**src/rtl/uart_tx_fifo.sv**
```systemverilog
// UART 8N1 transmitter fed by a synchronous TX FIFO.
// Frames bytes onto tx at CLK_DIV pclk cycles per bit; flags baud ticks and frame completion.
module uart_tx_fifo #(
  parameter int CLK_DIV    = 16,
  parameter int FIFO_DEPTH = 8,
  parameter int ADDR_W     = 3
) (
  input  logic              pclk,
  input  logic              prstn,
  input  logic              tx_en,
  input  logic              wr_en,
  input  logic [7:0]        wr_data,
  output logic              full,
  output logic              empty,
  output logic [ADDR_W:0]   count,
  output logic              wr_ovf,
  output logic              tx,
  output logic              busy,
  output logic              baud,
  output logic              tx_done
);

  localparam int CNT_W = (CLK_DIV > 1) ? $clog2(CLK_DIV) : 1;

  typedef enum logic [1:0] {IDLE, START, DATA, STOP} state_t;

  state_t            state, state_nxt;
  logic [CNT_W-1:0]  baud_cnt, baud_cnt_nxt;
  logic [7:0]        shift, shift_nxt;
  logic [2:0]        bit_idx, bit_idx_nxt;
  logic              tx_nxt;
  logic              pop, push;
  logic [7:0]        mem [FIFO_DEPTH];
  logic [ADDR_W-1:0] wr_ptr, rd_ptr;
  logic [ADDR_W:0]   count_nxt;

  assign push      = wr_en && !full;
  assign busy      = (state != IDLE);
  assign baud      = busy && (baud_cnt == CNT_W'(CLK_DIV - 1));
  assign tx_done   = (state == STOP) && baud;
  assign count_nxt = count + (ADDR_W+1)'(push) - (ADDR_W+1)'(pop);

  always_ff @(posedge pclk) begin
    if (push) mem[wr_ptr] <= wr_data;
  end

  // full/empty are registered from the next occupancy so they track count exactly
  always_ff @(posedge pclk or negedge prstn) begin
    if (!prstn) begin
      wr_ptr <= '0;
      rd_ptr <= '0;
      count  <= '0;
      full   <= 1'b0;
      empty  <= 1'b1;
      wr_ovf <= 1'b0;
    end else begin
      if (push) wr_ptr <= wr_ptr + ADDR_W'(1);
      if (pop)  rd_ptr <= rd_ptr + ADDR_W'(1);
      count  <= count_nxt;
      full   <= (count_nxt == (ADDR_W+1)'(FIFO_DEPTH));
      empty  <= (count_nxt == '0);
      wr_ovf <= wr_en && full;
    end
  end

  always_ff @(posedge pclk or negedge prstn) begin
    if (!prstn) state <= IDLE;
    else        state <= state_nxt;
  end

  always_comb begin
    state_nxt    = state;
    shift_nxt    = shift;
    bit_idx_nxt  = bit_idx;
    tx_nxt       = tx;
    pop          = 1'b0;
    baud_cnt_nxt = (state == IDLE || baud) ? '0 : baud_cnt + CNT_W'(1);
    case (state)
      IDLE: begin
        if (tx_en && !empty) begin
          pop         = 1'b1;
          shift_nxt   = mem[rd_ptr];
          bit_idx_nxt = '0;
          tx_nxt      = 1'b0;
          state_nxt   = START;
        end
      end
      START: begin
        if (baud) begin
          tx_nxt    = shift[0];
          state_nxt = DATA;
        end
      end
      DATA: begin
        if (baud) begin
          if (bit_idx == 3'd7) begin
            tx_nxt    = 1'b1;
            state_nxt = STOP;
          end else begin
            shift_nxt   = shift >> 1;
            bit_idx_nxt = bit_idx + 3'd1;
            tx_nxt      = shift[1];
          end
        end
      end
      STOP: begin
        if (baud) begin
          if (tx_en && !empty) begin
            pop         = 1'b1;
            shift_nxt   = mem[rd_ptr];
            bit_idx_nxt = '0;
            tx_nxt      = 1'b0;
            state_nxt   = START;
          end else begin
            tx_nxt    = 1'b1;
            state_nxt = IDLE;
          end
        end
      end
      default: state_nxt = IDLE;
    endcase
  end

  always_ff @(posedge pclk or negedge prstn) begin
    if (!prstn) begin
      baud_cnt <= '0;
      shift    <= '0;
      bit_idx  <= '0;
      tx       <= 1'b1;
    end else begin
      baud_cnt <= baud_cnt_nxt;
      shift    <= shift_nxt;
      bit_idx  <= bit_idx_nxt;
      tx       <= tx_nxt;
    end
  end

endmodule

```
**config.mk**
```make
export PLATFORM = sky130hd
export DESIGN_NAME = uart_tx_fifo
export DESIGN_NICKNAME = d
export VERILOG_FILES = /design/src/rtl/uart_tx_fifo.sv
export SDC_FILE = /design/constraint.sdc
export NUM_CORES = 1
export LEC_CHECK = 0
export CAP_MARGIN = 5
export CORE_UTILIZATION = 60
export DETAILED_ROUTE_END_ITERATION = 6
export DONT_BUFFER_PORTS = 1
export GPL_TIMING_DRIVEN = 0
export PLACE_DENSITY = 0.76
export SLEW_MARGIN = 30
export SYNTH_ARGS = -nofsm -noshare
export SYNTH_HDL_FRONTEND = slang
export SYNTH_SLANG_ARGS = --single-unit
```
**constraint.sdc**
```tcl
create_clock -name pclk -period 3.1 [get_ports pclk]
set_clock_uncertainty 0.15 [all_clocks]
set_input_delay 0.62 -clock pclk [delete_from_list [all_inputs] [get_ports pclk]]
set_output_delay 0.62 -clock pclk [all_outputs]
set_load 0.005 [all_outputs]
```
=== After elaboration in Yosys (flattened, before gate mapping) ===
Memory sizes are Yosys's and may differ from the RTL's.
Index checks and enable logic that the tools add are counted.

* Word-level logic and storage cells: 75
* Flip-flop bits (word level): 31
* RAM bits: 64
* Output and inout port bits: 11
* Memories: 1
* Bits of input ports: 12

* Multiplexer cells: 30
* Eq/ne operators: 12
* Reductions and logical operators: 15
* $add $sub $neg: 6

{| class="wikitable"
|+ Memory list
! name !! words !! width !! rd ports !! clocked after Yosys merged registers in !! wr ports !! RTL line !! source
|-
| mem || 8 || 8 || 1 || 0 || 1 || 33 || <nowiki>logic [7:0] mem [FIFO_DEPTH];</nowiki>
|}

{| class="wikitable"
|+ Operators with widths
! operator !! number
|-
| $mux W8 || 4
|-
| $pmux W8 S3 || 1
|-
| $mux W3 || 4
|-
| $mux W1 || 11
|-
| $mux W2 || 5
|-
| $ne A2 B2 Y1 const B || 5
|-
| $add A3 B1 Y3 const B || 3
|-
| $pmux W3 S3 || 1
|-
| $eq A4 B4 Y1 const B || 2
|-
| $pmux W2 S4 || 1
|-
| $reduce_and A4 Y1 || 2
|-
| $logic_and A1 B1 Y1 || 5
|-
| $reduce_and A5 Y1 || 1
|-
| $add A4 B1 Y4 || 1
|-
| $add A4 B1 Y4 const B || 1
|-
| $eq A2 B2 Y1 const B || 2
|-
| $logic_not A4 Y1 || 1
|-
| $mux W4 || 1
|-
| $pmux W1 S4 || 1
|-
| $sub A4 B1 Y4 || 1
|-
| $eq A3 B3 Y1 const B || 1
|-
| $reduce_bool A3 Y1 || 1
|-
| $eq A2 B1 Y1 const B || 1
|-
| $logic_not A1 Y1 || 2
|-
| 5 further kinds || 5
|}

=== Logic depth before layout (Yosys ltp) ===
* Word-level depth: 7
* Mapped depth: 12
* Gate-level depth less buffers: 11

=== Least setup slack after synthesis ===
Ideal clock, no wire load.

* Path type: reg-to-reg
* From: register state[0]
* To: register full
* Clock period less this slack: 2.809 ns
* Buffers on the path: 0
* Arrival: 2.586 ns
* Setup slack: 0.291 ns
* Setup time: 0.073 ns
* Data required time: 2.877 ns
* Stages on the path, launching flop included: 10
* Cell sequence: dfrtp_1 -> inv_1 -> ha_1 -> nor3_1 -> ha_1 -> inv_1 -> ha_1 -> fa_1 -> or3_1 -> nor2b_1

* Cells in the longest elaborated chain, start to end: 6
* Elaborated cells between the ends (all ways): 8
* Those cells by class: add/sub (1); eq/ne (2); mux (2); reduce/logical (3)

{| class="wikitable"
|+ Ends and longest elaborated chain
! what !! RTL line !! source
|-
| start: declaration || 27 || <nowiki>state_t state, state_nxt;</nowiki>
|-
| start signal: assignment || 68 || <nowiki>else state <= state_nxt;</nowiki>
|-
| $reduce_bool A2 Y1 || 38 || <nowiki>assign busy = (state != IDLE);</nowiki>
|-
| $logic_and A1 B1 Y1 || 39 || <nowiki>assign baud = busy && (baud_cnt == CNT_W'(CLK_DIV - 1));</nowiki>
|-
| $mux W1 || 107 || <nowiki>if (baud) begin</nowiki>
|-
| $pmux W1 S2 * || 78 || <nowiki>case (state)</nowiki>
|-
| via pop || 32 || <nowiki>logic pop, push;</nowiki>
|-
| $sub A4 B1 Y4 * || 41 || <nowiki>assign count_nxt = count + (ADDR_W+1)'(push) - (ADDR_W+1)'(pop);</nowiki>
|-
| via count_nxt[1] || 35 || <nowiki>logic [ADDR_W:0] count_nxt;</nowiki>
|-
| $eq A4 B4 Y1 * || 60 || <nowiki>full <= (count_nxt == (ADDR_W+1)'(FIFO_DEPTH));</nowiki>
|-
| end signal: assignment || 60 ||
|-
| end: declaration || 13 || <nowiki>output logic full,</nowiki>
|}

Mark *: on every way through the listed nets, which the timed path passes. The rest lies on a longest branch.
A chain may end at the register's enable or synchronous reset.

=== Final worst setup path ===
Same ends and word-level chain as after synthesis.

==> impl_metrics.ini <==
[floorplan]
dieArea_mm2 = 0.00698
rows = 29
start_util_pct = 62.5
core_mm2 = 0.00639
die_h_um = 83.6
fp.dieW_um = 83.6
ios = 23

[routing]
drc = 0
routed_via_density = 6.02
wl_um = 6550
dr.pass1.iters = 4
num_vias = 1998
drt_iter0_drc = 90
drt.antenna.violating_nets = 0
wl_per_cell_um = 19.7

[sta]
fin_ws_ps = 114
maxSlewHeadroom_pct = 41.7
min_period_ps = 2990
drv_slew = 0
tightest_slew_ps = 872
period_share_pct = 96.3
finalHoldViolCount = 0
whs_ps = 211
max_freq_ghz = 0.335
tns_ps = 0
report.final.setup_viol = 0

[clock_tree]
clk_pin_slew_ps = 90
ctsHtreeMaxLevel = 3
cts_tree = done
cts-root-buf = clkbuf_8
clockBufferDepth = 2
cts_made_buffers = 9
cts_sinks = 95
insertion_delay_ps = 340

[cells_and_area]
fin_nets = 276
fill_cells = 415
multiInputGateArea_mm2 = 0.00124
areaGrowthSynthToFinish_pct = 10.6
antennaDiodeCount = 0
fin_util_pct = 69.1
drive_gt1_share_pct = 23.1
register_area_mm2 = 0.00270

[worst_setup_path]
reg2reg_to = full$_DFF_PN0_
critPathArrivalTime_ps = 3110
cp.required_ps = 3230
rr_worst_depth = 12
cp-startpoint = state[0]$_DFFE_PN0P_
crit_path_max_fanout = 10
ff2ff_setup_slack_ps = 110
path_class = flip-flop to flip-flop
r2r-start = state[0]$_DFFE_PN0P_
crit_path_end = full$_DFF_PN0_
startpoint_type = flip-flop
endpoint_kind = flip-flop

[yosys]
syn_avg_cell_area_um2 = 16.9
yosys.area_share.simple_pct = 6.39
synth_compound_area_share_pct = 5.42
ys_seq_area_share_pct = 67.6
synth_fa_ha_area_share_pct = 4.58
synth_cell_types = 45
syn-cell-area_mm2 = 0.00399
ys.flop_type = edfxtp_1
ys.warnings.count = 0
synth.top_cells.by_area = edfxtp_1 (48%), dfrtp_1 (18%), mux4_2 (9.0%)
ys_async_sr_fraction_pct = 32.6
synth_top_family_by_area = multiplexers
synthCells = 236
syn_nets = 262
synth-seq-cells = 95
synth_most_common_cell = edfxtp_1
synth_common_cells = edfxtp_1 (64), dfrtp_1 (29), mux4_2 (16), nor2_1 (16), ha_1 (13)
synth_top_cell_by_area = edfxtp_1
synth_top_area_share_pct = 48.2
synth_edf_count = 64
synthMuxAreaShare_pct = 11.9
synth-xor-area-share_pct = 1.76

[power_and_ir_drop]
p_int_w = 0.00231
p_per_area_mw_per_mm2 = 697
netSwitchingFraction_pct = 24.9
leakage_nw = 1.63
switchingPower_w = 0.000765
seqPwrFrac_pct = 53.4
power_frac_comb_pct = 15.3
pwr-share-clk_pct = 31.2
vdd_ir_drop_max_uv = 593

[global_routing]
grt_usage_pct = 20.0
grt_pass1_wl_um = 10300
met1_usage_pct = 27.1
grt_use_met2_pct = 32.5
overflow = 0
met3_usage_pct = 4.35
grt_max_degree = 32
antenna_found_initial = 0
busiest_layer = met2
grt_pass1_vias = 1965

[placement]
io_buffers = 0
gp_congestion = 0.768
place_hpwl_um = 4330
post-place-ws_ps = -147

[worst_hold_path]
holdPathStages = 0
worstHoldPathType = primary input to flip-flop

[run_status]
status = finished, final reports clean

[run]
drv_cap = 0
==> worst max-delay path: stages, from the launching register on <==
cell	delay, ps
dfrtp_2	420
inv_1	70
ha_1	210
buf_6	140
a41oi_1	220
nor3_2	120
ha_1	300
inv_2	40
ha_4	160
fa_1	420
xor2_1	180
or3_4	360
nor2b_4	130
==> layout by cell type, fill, tap and decap left out, types with 4 or more instances in the layout <==
cell type	instances
a21oi_1	4
a221o_1	7
clkbuf_8	9
dfrtp_1	28
edfxtp_1	64
ha_1	11
inv_1	8
mux2i_1	8
mux4_2	16
nand2_1	8
nand2b_1	4
nor2_1	16
o21ai_0	4
xnor2_1	5
==> logic make-up (layout without fill, tap and decap cells) <==
| kind of cell | after synthesis | in the layout |
|---|---|---|
| adders and majority gates | 14 | 14 |
| xor gates and xnor gates | 8 | 8 |
| DFF | 95 | 95 |
| buffers and inverters | 19 | 38 |
| and+or+nand+nor | 47 | 47 |
| AOI/OAI and AO/OA | 26 | 26 |
| muxes | 27 | 27 |
==> power by group through the flow <==
| stage | registers [W] | clock network [W] | logic (W) |
|---|---|---|---|
| 2_1_floorplan | 0.00164 | 0 | 0.000319 |
| 3_3_place_gp | 0.00165 | 0 | 0.000390 |
| 3_5_place_dp | 0.00167 | 0 | 0.000413 |
| 4_1_cts | 0.00164 | 0.000973 | 0.000429 |
| 5_1_grt | 0.00166 | 0.00102 | 0.000520 |
| 6_report | 0.00164 | 0.000960 | 0.000472 |
==> worst min path at each step <==
stage | start | endpoint | slack, ps
after global routing | wr_data[0] | mem[1][0]$_DFFE_PP_ | 190
after detailed placement | prstn | baud_cnt[0]$_DFF_PN0_ | 170
after floorplan | prstn | baud_cnt[0]$_DFF_PN0_ | 170
final | wr_data[5] | mem[1][5]$_DFFE_PP_ | 210
after CTS | wr_data[5] | mem[1][5]$_DFFE_PP_ | 200
after global placement | prstn | baud_cnt[0]$_DFF_PN0_ | 180
==> cell type report <==
cell class                 count  area share, %
clock buffer                  10           2.89
buffer                         9           1.25
multi-input combinational    122           28.1
inverter                      10          0.850
sequential                    95           61.2
clock inverter                 6           2.66
timing repair buffer           3          0.850
tap                           77           2.18
==> repair_timing <==
item                                    4_1_cts  5_1_grt
resized for setup                             1        9
endpoints found under the setup margin        2        2
hold buffers                                  2        0
pin swaps                                     0        4
hold endpoints to repair                     31        0
buffers inserted                              0        1
==> registers in the layout (all words and copies together), names as in the netlist <==
name      cells
mem          64
shift         8
baud_cnt      4
count         4
bit_idx       3
rd_ptr        3
wr_ptr        3
state         2
empty         1
full          1
tx            1
wr_ovf        1
==> metal layers <==
metal	wire length (um)	part of all wire, %
met5	0	0
met1	2960	45
met2	3310	51
met3	217	3.3
met4	62	0.95
==> per-stage QoR <==
step	cell area, um2	power, W	instances
3_3_place_gp	4090	0.00204	313
6_report	4410	0.00308	332
5_1_grt	4410	0.00320	332
2_1_floorplan	3990	0.00195	236
3_5_place_dp	4100	0.00208	313
4_1_cts	4380	0.00304	331
Note: power is estimated with default switching activity, not from simulation.
